### src/rtl/sq_cbrt_sum_pkg.sv
// Shared definitions for the square-plus-cube-root block: FSM states and
// datapath widths.
package sq_cbrt_sum_pkg;

  localparam int unsigned OPER_W   = 8;
  localparam int unsigned RESULT_W = 16;
  localparam int unsigned MUL_ITER = 8;

  typedef enum logic [1:0] {
    IDLE   = 2'd0,
    LAUNCH = 2'd1,
    RUN    = 2'd2,
    SUM    = 2'd3
  } state_t;

endpackage

### src/rtl/cbrt.sv
// Integer cube root of an 8-bit unsigned value, one result bit-group per cycle.
// busy_o rises the cycle after start_i and the root is valid once it falls.
module cbrt (
  input  logic       clk_i,
  input  logic       rst_i,
  input  logic [7:0] a_bi,
  input  logic       start_i,
  output logic       busy_o,
  output logic [7:0] y_bo
);

  logic [7:0]  x_r;
  logic [7:0]  y_r;
  logic [1:0]  step_r;
  logic        busy_r;
  logic [15:0] y2w;
  logic [15:0] term;
  logic [3:0]  shamt;
  logic        ge;

  // Digit recurrence over shifts 6, 3, 0: try y' = 2y+1 against the remainder.
  always_comb begin
    y2w   = '0;
    term  = '0;
    shamt = '0;
    ge    = 1'b0;
    case (step_r)
      2'd0:    shamt = 4'd6;
      2'd1:    shamt = 4'd3;
      default: shamt = 4'd0;
    endcase
    y2w  = {7'b0, y_r, 1'b0};
    term = ((y2w * (y2w + 16'd1)) * 16'd3 + 16'd1) << shamt;
    ge   = ({8'b0, x_r} >= term);
  end

  always_ff @(posedge clk_i or posedge rst_i) begin
    if (rst_i) begin
      x_r    <= '0;
      y_r    <= '0;
      step_r <= '0;
      busy_r <= 1'b0;
    end else if (!busy_r) begin
      if (start_i) begin
        x_r    <= a_bi;
        y_r    <= '0;
        step_r <= '0;
        busy_r <= 1'b1;
      end
    end else begin
      if (ge) begin
        x_r <= x_r - term[7:0];
        y_r <= y2w[7:0] + 8'd1;
      end else begin
        y_r <= y2w[7:0];
      end
      if (step_r == 2'd2) begin
        busy_r <= 1'b0;
      end else begin
        step_r <= step_r + 2'd1;
      end
    end
  end

  assign busy_o = busy_r;
  assign y_bo   = y_r;

endmodule

### src/rtl/mul_sa.sv
// Shift-add 8x8 unsigned multiplier, one multiplier bit per cycle.
module mul_sa
  import sq_cbrt_sum_pkg::*;
(
  input  logic        clk_i,
  input  logic        rst_i,
  input  logic        start_i,
  input  logic [7:0]  a_bi,
  input  logic [7:0]  b_bi,
  output logic        busy_o,
  output logic [15:0] y_bo
);

  logic [15:0] acc_r;
  logic [15:0] mcand_r;
  logic [7:0]  mplier_r;
  logic [3:0]  cnt_r;

  // Bit 0 is folded into the load edge so all eight bits finish in eight edges.
  always_ff @(posedge clk_i or posedge rst_i) begin
    if (rst_i) begin
      acc_r    <= '0;
      mcand_r  <= '0;
      mplier_r <= '0;
      cnt_r    <= '0;
    end else if (start_i) begin
      acc_r    <= b_bi[0] ? {8'b0, a_bi} : '0;
      mcand_r  <= {7'b0, a_bi, 1'b0};
      mplier_r <= {1'b0, b_bi[7:1]};
      cnt_r    <= 4'(MUL_ITER - 1);
    end else if (cnt_r != '0) begin
      if (mplier_r[0]) begin
        acc_r <= acc_r + mcand_r;
      end
      mcand_r  <= {mcand_r[14:0], 1'b0};
      mplier_r <= {1'b0, mplier_r[7:1]};
      cnt_r    <= cnt_r - 4'd1;
    end
  end

  assign busy_o = (cnt_r != '0);
  assign y_bo   = acc_r;

endmodule

### src/rtl/sq_cbrt_sum.sv
// y = a*a + floor(cbrt(b)): control FSM, operand registers and final adder
// around a shift-add squarer and the cube-root unit.
module sq_cbrt_sum #(
  parameter int unsigned DATA_W = 8
) (
  input  logic              clk_i,
  input  logic              rst_i,
  input  logic              start_i,
  input  logic [DATA_W-1:0] a_bi,
  input  logic [DATA_W-1:0] b_bi,
  output logic [1:0]        busy_o,
  output logic [15:0]       y_bo
);
  import sq_cbrt_sum_pkg::*;

  state_t              state_r;
  logic [DATA_W-1:0]   a_r;
  logic [DATA_W-1:0]   b_r;
  logic                first_run_r;
  logic [RESULT_W-1:0] y_r;
  logic                launch;
  logic                mul_busy;
  logic [15:0]         square;
  logic                cbrt_busy;
  logic [7:0]          root;

  assign launch = (state_r == LAUNCH);

  mul_sa u_mul (
    .clk_i   (clk_i),
    .rst_i   (rst_i),
    .start_i (launch),
    .a_bi    (a_r),
    .b_bi    (a_r),
    .busy_o  (mul_busy),
    .y_bo    (square)
  );

  cbrt u_cbrt (
    .clk_i   (clk_i),
    .rst_i   (rst_i),
    .a_bi    (b_r),
    .start_i (launch),
    .busy_o  (cbrt_busy),
    .y_bo    (root)
  );

  // cbrt busy lags its start pulse, so the first RUN cycle must not trust it.
  always_ff @(posedge clk_i or posedge rst_i) begin
    if (rst_i) begin
      state_r     <= IDLE;
      a_r         <= '0;
      b_r         <= '0;
      first_run_r <= 1'b0;
      y_r         <= '0;
    end else begin
      case (state_r)
        IDLE: begin
          if (start_i) begin
            a_r     <= a_bi;
            b_r     <= b_bi;
            state_r <= LAUNCH;
          end
        end
        LAUNCH: begin
          first_run_r <= 1'b1;
          state_r     <= RUN;
        end
        RUN: begin
          first_run_r <= 1'b0;
          if (!first_run_r && !mul_busy && !cbrt_busy) begin
            state_r <= SUM;
          end
        end
        default: begin
          y_r     <= square + {8'b0, root};
          state_r <= IDLE;
        end
      endcase
    end
  end

  assign busy_o = {1'b0, (state_r != IDLE)};
  assign y_bo   = y_r;

endmodule

### config.mk
export PLATFORM = sky130hd
export DESIGN_NAME = sq_cbrt_sum
export DESIGN_NICKNAME = d
export VERILOG_FILES = /design/src/rtl/sq_cbrt_sum_pkg.sv /design/src/rtl/cbrt.sv /design/src/rtl/mul_sa.sv /design/src/rtl/sq_cbrt_sum.sv
export SDC_FILE = /design/constraint.sdc
export NUM_CORES = 1
export LEC_CHECK = 0
export CELL_PAD_IN_SITES_DETAIL_PLACEMENT = 0
export CELL_PAD_IN_SITES_GLOBAL_PLACEMENT = 1
export CORE_MARGIN = 2
export CORE_UTILIZATION = 45
export CTS_BUF_LIST = sky130_fd_sc_hd__clkbuf_2
export CTS_CLUSTER_DIAMETER = 200
export DETAILED_ROUTE_END_ITERATION = 10
export PLACE_DENSITY = 0.82
export SLEW_MARGIN = 20
export SYNTH_ARGS = -nofsm -noshare
export SYNTH_HDL_FRONTEND = slang
export SYNTH_HIERARCHICAL = 1
export SYNTH_SLANG_ARGS = --single-unit
### constraint.sdc
create_clock -name clk_i -period 6.05 [get_ports clk_i]
set_clock_uncertainty 0.05 [all_clocks]
set_input_delay 1.21 -clock clk_i [delete_from_list [all_inputs] [get_ports clk_i]]
set_output_delay 1.21 -clock clk_i [all_outputs]
set_load 0.02 [all_outputs]
==> impl_metrics.py <==
metrics = {
    "outcome": {
        "status": "finished with violations",
        "failed_checks": "negative setup slack",
    },
    "worst_setup_path": {
        "reg2reg_slack_ps": -40,
        "r2r_end": "u_cbrt/x_r[5]",
        "cp.required_ps": 6560,
        "arrival_ps": 6600,
        "cp-start-kind": "flop",
        "worstSetupEndpointType": "flop",
        "worst_r2r_path_depth": 22,
        "crit_fanout": 7,
        "reg2reg_from": "u_cbrt/y_bo[2]",
        "timing.setup.critical_path_class": "reg2reg",
    },
    "routing": {
        "drc": 0,
        "num_vias": 6624,
        "viasPerCell": 5.35,
        "finalWirelength_um": 19200,
        "drt-wirelength-per-cell_um": 15.5,
        "ant_nets": 0,
        "dr.pass1.iters": 5,
        "drt-initial-drc-count": 362,
    },
    "power_and_ir_drop": {
        "p_leak_nw": 4.75,
        "p_per_area_mw_per_mm2": 561,
        "ir_worst_vdd_uv": 494,
    },
    "timing": {
        "finalCritPeriodShare_pct": 101,
        "whs_ps": 490,
        "fmax_mhz": 164,
        "finalHoldViolCount": 0,
        "tightest_slew_ps": 1020,
        "layout_setup_ws_ps": -39.0,
        "setup_violations": 7,
        "fin_crit_ps": 6090,
        "slew_viol_final": 0,
        "rsz0062_at_grt": "yes",
        "maxSlewHeadroom_pct": 32.0,
    },
    "floorplanning": {
        "fp.dieW_um": 140,
        "die_y_um": 140,
        "design.die.area_mm2": 0.0197,
        "rows": 49,
        "start_util_pct": 46.3,
        "core_area_mm2": 0.0181,
        "io_pins": 37,
    },
    "logic_synthesis": {
        "async_flop_share_pct": 100,
        "ys_ff_latch": 96,
        "synth_area_per_cell_um2": 9.22,
        "yosysWarningCount": 6,
        "synth_area_mm2": 0.00837,
        "synth_nets": 1045,
        "synth_cell_types": 76,
        "synth_edf_count": 0,
        "netlist_instances": 908,
        "seq_area_frac_synth_pct": 28.7,
        "synthFlopType": "dfrtp_1",
    },
    "finish": {
        "fin_cells": 1238,
        "final_common_cell": "dfrtp_1",
        "diodes": 0,
        "drive_gt1_share_pct": 20.0,
        "multiInputGateArea_mm2": 0.00576,
        "area_delta_synth_final_pct": 18.1,
        "regArea_mm2": 0.00240,
        "layout_common_cells": "94 x dfrtp_1, 87 x nand2_1, 79 x buf_4",
        "fillCellCount": 1621,
        "nets": 1141,
    },
    "place": {
        "io_buffer_count": 35,
        "post-place-cells": 1208,
        "hpwl_um": 14700,
        "gp_congestion": 0.845,
    },
    "grt": {
        "grt_antenna_before_repair": 0,
        "grt_pass1_wl_um": 33200,
        "grt_pass1_vias": 6723,
        "track_usage_pct": 20.5,
        "gr-total-overflow": 0,
        "gr-usage-met1_pct": 29.7,
        "grt_max_degree": 53,
        "grtUsageMet3_pct": 2.80,
        "globalRouteMet2Util_pct": 33.7,
        "grt-busiest-layer": "met2",
    },
    "clock_tree": {
        "cts_root_buf": "clkbuf_2",
        "holdBufCountCts": 0,
        "clk_latency_ps": 620,
        "cts_buffers": 9,
        "cts_tree": "done",
        "clkTransAtPathRegs_ps": 310,
        "cts_buffer_depth": 2,
        "clock-sinks": 96,
        "htree_levels": 3,
    },
    "min_path": {
        "hold_start": "y_bo[12]",
        "hp-class": "reg2reg",
        "hold_end": "y_bo[12]",
        "hold_depth": 1,
    },
    "flow_run": {
        "maxCapViolations": 0,
    },
}
==> kinds of logic after synthesis <==
logic type / after synthesis / synth area share [%]
AO/OA/AOI/OAI: 200 / 15.7
XOR/XNOR: 49 / 5.22
adder cells (fa/ha/maj): 118 / 20.6
buffers and inverters: 117 / 5.80
flip-flops: 96 / 28.7
multiplexers: 66 / 8.78
other: 1 / 0.0448
AND/OR/NAND/NOR: 261 / 15.2
==> cell type report <==
| type | count | area share, % |
|---|---|---|
| Clock buffer | 9 | 0.456 |
| Clock inverter | 7 | 0.798 |
| Inverter | 84 | 3.22 |
| Multi-Input combinational cell | 695 | 58.3 |
| Sequential cell | 96 | 24.3 |
| Tap cell | 229 | 2.90 |
| Timing Repair Buffer | 118 | 10.0 |
==> critical path, cell delays in order, from the launching register on <==
cell,delay (ps)
dfrtp_1,460
buf_4,150
buf_4,130
and2_1,170
fa_1,490
fa_1,540
inv_1,50
fa_1,500
fa_1,540
inv_1,80
ha_4,270
buf_4,140
xnor2_2,140
ha_1,340
and2_1,170
a22o_1,180
a31o_1,230
a2111oi_4,400
nor2_1,90
nor2_1,110
mux2i_2,110
o31a_4,420
mux2_4,320
==> routing by layer <==
layer	part of all wire [%]	wire length (um)
met5	0	0
met1	50	9680
met3	2.0	377
met2	47	9040
met4	0.78	150
==> sequential cells by signal, indices dropped and copies added (netlist names), 2 cells and up <==
name / flops
b_r: 8
u_cbrt/x_r: 8
u_mul/y_bo: 16
u_cbrt/step_r: 2
a_r: 8
u_mul/mplier_r: 7
u_mul/cnt_r: 4
u_cbrt/y_bo: 8
y_bo: 16
u_mul/mcand_r: 15
state_r: 2
==> power by group <==
group | internal, mW | switching, mW | total (mW)
registers | 0.929 | 0.286 | 1.21
clock network | 0.100 | 0.243 | 0.343
logic | 1.96 | 2.03 | 3.98
==> cells in the mapped netlist, types with 11 or more instances <==
master | instances | area share (%)
mux2i_1 | 25 | 3.0
fa_1 | 33 | 7.9
inv_1 | 82 | 3.7
nor2b_1 | 11 | 0.82
xor2_1 | 14 | 1.5
mux2_2 | 35 | 4.7
a21oi_1 | 57 | 3.4
a21o_1 | 11 | 0.99
xnor2_1 | 34 | 3.6
clkbuf_1 | 23 | 1.0
nor2_1 | 50 | 2.2
o21ai_0 | 58 | 3.5
nand2_1 | 90 | 4.0
and2_1 | 20 | 1.5
ha_1 | 85 | 13
nor3_1 | 15 | 0.90
nand3_1 | 26 | 1.6
dfrtp_1 | 96 | 29
==> worst max path at each step <==
| stage | from | end | slack [ps] | depth (start not counted) |
|---|---|---|---|---|
| after floorplan | u_cbrt/y_bo[0] | u_cbrt/x_r[2] | 2 | 30 |
| after global routing | u_cbrt/y_bo[0] | u_cbrt/x_r[5] | -250 | 27 |
| after detailed placement | u_cbrt/y_bo[0] | u_cbrt/x_r[1] | -250 | 28 |
| after CTS | u_cbrt/y_bo[0] | u_cbrt/x_r[5] | 4 | 27 |
| final | u_cbrt/y_bo[2] | u_cbrt/x_r[5] | -40 | 22 |
| after global placement | u_cbrt/y_bo[1] | u_cbrt/x_r[2] | -160 | 25 |
==> per-stage QoR <==
stage               total power, mW  setup TNS (ps)  instance area, um2  utilization (%)  setup slack [ps]
finish                         5.54            -237                9880             54.6             -39.0
global route                   6.08           -2110                9880             54.6              -247
detailed placement             4.95           -1700                9450             52.2              -246
floorplan                      3.85               0                8480                -              2.12
global placement               4.89           -1230                9450             52.2              -157
CTS                            5.46               0                9760             53.9              3.74
==> repair_timing <==
item	in CTS	in global routing
resized for setup	25	17
pin swaps	17	4
endpoints found under the setup margin	8	9
setup buffers	8	6
Power figures use the tool's default switching activity.
==> RTL edit (same settings) <==
Register the output `y_bo` once more, with the module's reset; this adds one clock of latency there. The other outputs are not delayed to match.
--- a/src/rtl/sq_cbrt_sum.sv
+++ b/src/rtl/sq_cbrt_sum.sv
@@ -14,2 +14,4 @@
   import sq_cbrt_sum_pkg::*;
+
+  logic [15:0] y_bo_d;
 
@@ -83,3 +85,11 @@
   assign busy_o = {1'b0, (state_r != IDLE)};
-  assign y_bo   = y_r;
+  assign y_bo_d = y_r;
+
+  always_ff @(posedge clk_i or posedge rst_i) begin
+    if (rst_i) begin
+      y_bo <= '0;
+    end else begin
+      y_bo <= y_bo_d;
+    end
+  end
 
Function: same outputs for any inputs over 10 cycles, from zero or initial values and one cycle with rst_i high; that may be too few to reach the edited logic, so the function may still have changed.
==> RTL edit against the original RTL <==
- wire length fell by 2.8%
- setup slack improved by 0.19 ns
- final area rose by 6.0%
- via count rose by 2.0%
- combinational power grew 14%
- non-clock buffer count down 4
- sequential cell count increased by 16
- synthesized area increased by 4.9%
- global-route usage down 1.4 points
- utilization shrank 0.46 points
- total power increased by 14%
- die area rose by 4.8%
- critical path type unchanged
- largest power group unchanged
- highest routed layer unchanged
==> RTL edit: results (changes against the original RTL) <==
metric,value,unit,change
status,"complete, no violations",,"was complete, but fails checks"
cts_inserted_buffers,9,,unchanged
critical-path-slowest-cell,sky130_fd_sc_hd__fa_1,,unchanged
crit_family,adder cells,,unchanged
maximum_number_of_pins_on_one_net_before_global_route_repair,52,,was 53
portBuffers,35,,unchanged
grt_first_pass_wirelength,31800,um,"was 33,200 um"
fin_nets,1159,,"was 1,141"
p_leak,5.10,nW,was 4.75 nW
clock_insertion_delay_worst_skew,0.66,ns,was 0.62 ns
cts-root-to-sink-buffers,2,,unchanged
worstSetupPathType,register to register,,unchanged
cp.arrival,6.48,ns,was 6.60 ns
power.ir.vdd_worst,0.000407,V,was 0.000494 V
place_hpwl,14100,um,"was 14,700 um"
syn-num-nets,1065,,"was 1,045"
post_synth_instance_area,0.00878,mm^2,was 0.00837 mm^2
worst-r2r-cell-count,27,,was 22
postSynth.asyncResetShare,100,%,unchanged
antenna_found_initial,1,,was 0
route.detailed.vias_per_inst,5.23,,was 5.35
grt.total_usage,19.1,%,was 20.5%
cts.root.buffer_cell,sky130_fd_sc_hd__clkbuf_2,,unchanged
min_path_type,register to register,,unchanged
critical_path.endpoint,u_cbrt/x_r[0],,was u_cbrt/x_r[5]
fillerInstances,1782,,"was 1,621"
critical_path.reg2reg.startpoint,u_cbrt/y_bo[4],,was u_cbrt/y_bo[2]
drt-pass1-iter-count,4,,was 5
worst-slew-pin-transition,0.881,ns,was 1.02 ns
warning_count_from_the_yosys_run,6,,unchanged
ant_nets,0,,unchanged
cts-htree-levels,3,,unchanged
synthDistinctLibCells,81,,was 76
finalWirelength,18700,um,"was 19,200 um"
worstPathMaxFanout,5,,was 7
drc_errors,0,,unchanged
drt_first_iter_violations,432,,was 362
rrSetupSlack,0.15,ns,was -0.04 ns
ys_top_cells_by_area,"sky130_fd_sc_hd__dfrtp_1, sky130_fd_sc_hd__ha_1, sky130_fd_sc_hd__fa_1, sky130_fd_sc_hd__mux2_2, sky130_fd_sc_hd__inv_1",,"was sky130_fd_sc_hd__dfrtp_1, sky130_fd_sc_hd__ha_1, sky130_fd_sc_hd__fa_1, sky130_fd_sc_hd__mux2_2, sky130_fd_sc_hd__nand2_1"
synth_cell_count_leaders,"sky130_fd_sc_hd__dfrtp_1, sky130_fd_sc_hd__inv_1, sky130_fd_sc_hd__nand2_1, sky130_fd_sc_hd__ha_1, sky130_fd_sc_hd__a21oi_1",,"was sky130_fd_sc_hd__dfrtp_1, sky130_fd_sc_hd__nand2_1, sky130_fd_sc_hd__ha_1, sky130_fd_sc_hd__inv_1, sky130_fd_sc_hd__o21ai_0"
routability_congestion_estimate,0.881,,was 0.845
clock_pin_slew_on_the_worst_setup_and_hold_paths,0.32,ns,
fin_hold_ws,0.364,ns,was 0.490 ns
post_dp_cell_area,0.00981,mm^2,was 0.00945 mm^2
critical_path.max_stage_delay,0.51,ns,was 0.54 ns
hp-start,y_bo_d[0],,was y_bo[12]
drive_above_1_share,21.6,%,was 20.0%
seq_area_frac_synth,31.9,%,was 28.7%
first_global_vias,6487,,"was 6,723"
==> RTL edit: cell count changes after synthesis, moves of 7 or more <==
| cell | change |
|---|---|
| sky130_fd_sc_hd__a221oi_1 | +7 |
| sky130_fd_sc_hd__dfrtp_1 | +16 |
| sky130_fd_sc_hd__inv_1 | +7 |
| sky130_fd_sc_hd__o21ai_0 | -11 |
| sky130_fd_sc_hd__o22ai_1 | +12 |
==> RTL edit: power breakdown <==
group	switching [mW]	total (mW)	internal, mW
combinational	2.34	4.55	2.20
sequential	0.275	1.36	1.08
clock	0.265	0.413	0.148
total	2.88	6.32	3.44
==> RTL edit: cell families after synthesis <==
logic type      Yosys count  synth area share (%)
simple gates            249                  14.0
other cells               1                0.0427
buf+inv                 122                  5.56
mux                      55                  6.71
fa+ha+maj               118                  19.6
flops                   112                  31.9
compound gates          218                  16.8
xor+xnor                 53                  5.44
==> RTL edit: layout make-up <==
class / count / area [um^2] / share of cell area, %
well taps: 265 / 332 / 3.17
inverters: 91 / 343 / 3.27
diodes: 1 / 2.50 / 0.0239
flip-flops and latches: 112 / 2810 / 26.8
clock inverters: 7 / 111 / 1.06
repair buffers: 114 / 947 / 9.04
clock buffers: 9 / 45.0 / 0.430
multi-input cells: 694 / 5890 / 56.2
==> RTL edit: how the worst min path moves through the flow <==
stage / to / depth (start not counted)
2_1_floorplan: y_bo[0] / 0
3_3_place_gp: y_bo[3] / 0
3_5_place_dp: y_bo[8] / 0
4_1_cts: y_bo[8] / 0
5_1_grt: y_bo[6] / 0
6_report: y_bo[0] / 0
==> RTL edit: layer usage <==
metal  global-route usage [%]  up-vias  routed length [um]
met2                     29.3       90                8450
met5                        0        -                   0
li1                         -     3441                   -
met3                     3.20       10                 556
met1                     28.6     3216                9550
met4                     3.61        0                 161
==> RTL edit: timing repair <==
action                                  in CTS  in global routing
cloned                                       0                  1
pin swaps                                    2                 57
resized for setup                            7                 67
endpoints found under the setup margin       9                  9
hold buffers                                 0                  0
buffers inserted                             5                 14
==> RTL edit: metrics by stage <==
step           cells  worst slack, ns  utilization, %  setup TNS (ns)
6_report        1293            0.152            54.2               0
5_1_grt         1293           -0.243            54.2           -1.68
4_1_cts         1277         -0.00807            51.9        -0.00807
3_5_place_dp    1256           -0.113            50.7          -0.624
3_3_place_gp    1256          -0.0392            50.7          -0.181
2_1_floorplan    928           0.0277               -               0
